File: config.mk
export PLATFORM = sky130hd
export DESIGN_NAME = aes_block_loader
export DESIGN_NICKNAME = d
export VERILOG_FILES = /design/src/rtl/aes_block_loader.sv
export SDC_FILE = /design/constraint.sdc
export NUM_CORES = 1
export LEC_CHECK = 0
export CELL_PAD_IN_SITES_DETAIL_PLACEMENT = 0
export CELL_PAD_IN_SITES_GLOBAL_PLACEMENT = 1
export CORE_AREA = 2 2 233 235
export DETAILED_ROUTE_END_ITERATION = 6
export DIE_AREA = 0 0 235 237
export GPL_ROUTABILITY_DRIVEN = 0
export PLACE_DENSITY_LB_ADDON = 0.1
export SLEW_MARGIN = 25
export SYNTH_ARGS = -nofsm -noshare
export SYNTH_HDL_FRONTEND = slang
export SYNTH_SLANG_ARGS = --single-unit
File: constraint.sdc
create_clock -name clk -period 27.9 [get_ports clk]
set_input_delay 4.185 -clock clk [delete_from_list [all_inputs] [get_ports clk]]
set_output_delay 4.185 -clock clk [all_outputs]
set_load 0.1 [all_outputs]
File: src/rtl/aes_block_loader.sv
// Stream front-end for a fully pipelined AES-128 core: packs 32-bit key and
// plaintext words into 128-bit blocks and tags each block through the core latency.
module aes_block_loader #(
   parameter int LATENCY = 12
) (
   input  logic         clk,
   input  logic         reset,
   input  logic         key_wr,
   input  logic [31:0]  key_word,
   output logic         key_valid,
   input  logic         s_valid,
   output logic         s_ready,
   input  logic [31:0]  s_data,
   output logic [127:0] core_data,
   output logic [127:0] core_key,
   output logic         core_issue,
   input  logic [127:0] core_ct,
   output logic         m_valid,
   output logic [127:0] m_ct,
   output logic [4:0]   in_flight,
   output logic [15:0]  blk_cnt,
   output logic         idle
);

   logic [1:0]         kc_r;
   logic [95:0]        key_stage_r;
   logic [1:0]         wc_r;
   logic [95:0]        data_buf_r;
   logic [LATENCY-1:0] tag_r;
   logic               accept_s;
   logic [4:0]         in_flight_next_s;

   assign accept_s = s_valid & key_valid;
   assign s_ready  = key_valid;
   assign m_valid  = tag_r[LATENCY-1];
   assign m_ct     = core_ct;
   assign idle     = (in_flight == 5'd0) && (wc_r == 2'd0);

   // Key word collection; the active key switches only on the fourth word.
   always_ff @(posedge clk or posedge reset) begin
      if (reset) begin
         kc_r        <= 2'd0;
         key_stage_r <= 96'd0;
         core_key    <= 128'd0;
         key_valid   <= 1'b0;
      end else if (key_wr) begin
         if (kc_r == 2'd3) begin
            core_key  <= {key_stage_r, key_word};
            key_valid <= 1'b1;
            kc_r      <= 2'd0;
         end else begin
            key_stage_r <= {key_stage_r[63:0], key_word};
            kc_r        <= kc_r + 2'd1;
         end
      end else begin
         kc_r <= kc_r;
      end
   end

   // Plaintext block assembly and single-cycle issue pulse.
   always_ff @(posedge clk or posedge reset) begin
      if (reset) begin
         wc_r       <= 2'd0;
         data_buf_r <= 96'd0;
         core_data  <= 128'd0;
         core_issue <= 1'b0;
      end else begin
         core_issue <= 1'b0;
         if (accept_s) begin
            if (wc_r == 2'd3) begin
               core_data  <= {data_buf_r, s_data};
               core_issue <= 1'b1;
               wc_r       <= 2'd0;
            end else begin
               data_buf_r <= {data_buf_r[63:0], s_data};
               wc_r       <= wc_r + 2'd1;
            end
         end else begin
            wc_r <= wc_r;
         end
      end
   end

   // Next in-flight count: an issue and a return in one cycle cancel out.
   always_comb begin
      in_flight_next_s = in_flight;
      case ({core_issue, m_valid})
         2'b10:   in_flight_next_s = in_flight + 5'd1;
         2'b01:   in_flight_next_s = in_flight - 5'd1;
         default: in_flight_next_s = in_flight;
      endcase
   end

   // Valid-tag pipeline mirroring the core latency, plus block accounting.
   always_ff @(posedge clk or posedge reset) begin
      if (reset) begin
         tag_r     <= '0;
         in_flight <= 5'd0;
         blk_cnt   <= 16'd0;
      end else begin
         tag_r     <= (tag_r << 1) | LATENCY'(core_issue);
         in_flight <= in_flight_next_s;
         if (m_valid) begin
            blk_cnt <= blk_cnt + 16'd1;
         end else begin
            blk_cnt <= blk_cnt;
         end
      end
   end

endmodule

Yosys cells after proc, flatten, opt, wreduce, memory -nomap -nowiden
Cells that the tools add are included.

Add/sub/neg operators: 5. Equal/unequal tests: 4. Mux-type cells: 5. Bitwise operators: 4. Reductions and logical operators: 8.

Operator list (count): 16-bit by 1-bit adder with 16-bit output (second input constant) (1); 12-bit by 1-bit bitwise OR with 12-bit output (1); 5-bit case mux with 2 select lines (1); 2-bit AND reduction (4); 2-bit equality test (second input constant) (3); 5-bit by 1-bit adder with 5-bit output (second input constant) (1); 5-bit logical NOT (1); 5-bit by 1-bit subtractor with 5-bit output (second input constant) (1); 2-bit by 1-bit adder with 2-bit output (second input constant) (2); 2-bit two-way mux (2); 2-bit by 1-bit equality test with 1-bit output (second input constant) (1); 2-bit logical NOT (1); 1-bit two-way mux (2); 1-bit inverter (2); 2-bit nonzero test (1); 1-bit AND (1); 1-bit logical AND (1).

Bits in registers: 487. Input port bits: 196. Output and inout bits: 410. Word-level logic and storage cells: 37.

Depth between registers and ports, before layout
Depth in word-level cells: 3. Mapped depth: 9. Gate-level depth less buffers: 8.

Worst setup path after synthesis
Ideal clock, no wire load.

Path type: input to output. Start point: input port core_ct[0]. End point: output port m_ct[0]. Arrival: 4.448 ns. Required time: 23.715 ns. Path slack: 19.267 ns. Stages on the path: 1. Path buffers: 1. Cells stage by stage: buf_4.

RTL lines: start: declaration (RTL line 17) `input logic [127:0] core_ct,`; end: declaration (RTL line 19) `output logic [127:0] m_ct,`.

No word-level cell between the ends.

Worst setup path after layout
Start point: input port core_ct[40]. End point: output port m_ct[40].

No word-level cell between the ends.

==> flow_summary.json <==
{
  "hp-class": "flop to flop",
  "synth_cells": 1208,
  "coreArea_um2": 53300,
  "grt_util_all_layers": 0.160,
  "drt_iter0_markers": 313,
  "final_cell_mix": "dfrtp_1, mux2_2, clkdlybuf4s50_1",
  "grt_overflow_total": 0,
  "port-buffer-count": 349,
  "post_cts_resized": 0,
  "avgSynthCellArea_um2": 15.9,
  "relSlewSlack": 0.265,
  "required_ns": 23.72,
  "yosysTopAreaCell": "dfrtp_1",
  "vias_per_cell": 4.69,
  "cp_max_fo": 1,
  "yosysWarningCount": 0,
  "yosys-top-cells-area": "dfrtp_1, mux2_2, buf_4",
  "ys_ff_latch": 487,
  "yosys.area_share.xor_xnor": 0.00956,
  "grt_pass1_vias": 10794,
  "syn_nets": 1412,
  "worstPathArrival_ns": 4.21,
  "die_w_um": 235,
  "n_antenna_cell": 0,
  "layout_commonest_cell": "dfrtp_1",
  "synthToLayoutAreaGrowth_pct": 26.2,
  "reg2reg_slack_ns": 25.12,
  "grt_setup_unrepaired": "false",
  "clock.fmax_mhz": 119,
  "path_clk_slew_ns": 0.06,
  "synth_top_family_by_area": "multiplexers",
  "fp.dieArea_um2": 55700,
  "io_pins": 606,
  "worstReg2RegEnd": "core_key[70]",
  "slew_violations": 0,
  "tns_ns": 0,
  "remaining_drc_errors": 0,
  "postCtsHoldBufs": 0,
  "antenna_found_initial": 2,
  "post_cts_buffers": 0,
  "clock_path_buffers": 3,
  "cp-end-kind": "output pin",
  "synth-compound-area-share": 0.00208,
  "layout_min_cycle_time_ns": 8.39,
  "min_path_cells": 0,
  "cts_tree": "built",
  "skew_ns": 0.0198,
  "fp.dieH_um": 237,
  "clock_sinks": 487,
  "synth_fa_ha_area_frac": 0.00520,
  "crit_type": "input port to output pin",
  "dr.pass1.iters": 4,
  "cts_root_buffer": "clkbuf_16",
  "dpl.hpwl_mm": 30.4,
  "cts_made_buffers": 55,
  "setup-violations-final": 0,
  "num_rows": 85,
  "ant_nets": 0,
  "h-tree-depth": 2,
  "worst_r2r_startpoint": "kc_r[0]",
  "min_from": "tag_r[9]",
  "vias": 10235,
  "synth_top_area_share": 0.633,
  "clock_latency_ns": 0.59,
  "synth-seq-area-share": 0.633,
  "fin_crit_sh": 0.301,
  "synthMuxAreaShare": 0.271,
  "status": "complete, no violations",
  "routedWlPerCell_um": 20.4,
  "synthSimpleGateAreaFrac": 0.0125,
  "drv_cap": 0,
  "hold_end": "tag_r[10]",
  "grt_max_degree": 104,
  "wirelength_mm": 44.5,
  "grt_pass1_wl_mm": 69.0,
  "worst_slew_pin_slew_ns": 1.10,
  "initial_core_util": 0.361,
  "fin_nets": 1647,
  "synthDistinctLibCells": 35,
  "crit_path_start_kind": "input port",
  "ff2ff_path_depth": 4,
  "syn-cell-area_um2": 19200,
  "layout-drive-gt1-share": 0.379,
  "hold_violations": 0
}
worst max path at each step:
stage,from,to,slack [ns],depth (start not counted)
2_1_floorplan,reset,blk_cnt[0],10.12,1
6_report,core_ct[40],m_ct[40],19.51,0
3_5_place_dp,core_ct[40],m_ct[40],19.51,0
3_3_place_gp,core_ct[40],m_ct[40],19.51,0
4_1_cts,core_ct[40],m_ct[40],19.51,0
5_1_grt,core_ct[40],m_ct[40],19.52,0
cell type report:
| type | instances | area [um^2] |
|---|---|---|
| clock inverter | 11 | 134 |
| inverter | 6 | 30.0 |
| timing repair buffer | 360 | 3550 |
| sequential | 487 | 12200 |
| tap | 696 | 871 |
| multi-input combinational | 533 | 5810 |
| fill | 4786 | 29000 |
| clock buffer | 88 | 1700 |
cells by family after synthesis:
logic type / count (synthesis)
buf+inv: 188
compound gates: 6
flops: 487
simple gates: 44
xor+xnor: 21
mux: 454
fa+ha+maj: 8
per-stage QoR:
| stage | setup WS [ns] | cells | hold slack, ns | cell area (um^2) | utilization |
|---|---|---|---|---|---|
| floorplan | 10.12 | 1208 | 0.331 | 19200 | - |
| global placement | 19.51 | 2082 | 0.334 | 22500 | 0.422 |
| detailed placement | 19.51 | 2082 | 0.339 | 22500 | 0.422 |
| CTS | 19.51 | 2181 | 0.342 | 24300 | 0.456 |
| global route | 19.52 | 2181 | 0.356 | 24300 | 0.456 |
| finish | 19.51 | 2181 | 0.342 | 24300 | 0.456 |
routing by layer:
metal / GRT usage / routed length (um)
met4: 0.0637 / 1540
met5: 0.00260 / 13
met2: 0.241 / 20100
met3: 0.0823 / 5110
met1: 0.193 / 17800
registers in the layout, summed over array words and instances, names as in the netlist:
signal / count
core_data: 128
core_key: 128
data_buf_r: 96
key_stage_r: 96
blk_cnt: 16
tag_r: 12
in_flight: 5
kc_r: 2
wc_r: 2
core_issue: 1
key_valid: 1
cells in the mapped netlist, drive strengths merged:
master / number
xnor2: 11
or4b: 1
or2: 2
xor2: 10
nor2b: 1
mux2i: 2
o21a: 1
o2111ai: 1
o21ai: 2
nand4bb: 1
clkbuf: 6
buf: 176
o221ai: 1
a21oi: 1
nand3: 5
ha: 8
and3: 1
inv: 6
mux2: 452
and4: 1
nand4b: 1
nor3: 3
nand4: 4
nor2: 7
nor4: 2
nand2b: 2
nand2: 13
dfrtp: 487
Power is left out: the tool's default activity adds up to more than one toggle a clock period on the data nets, which glitch-free logic cannot reach.
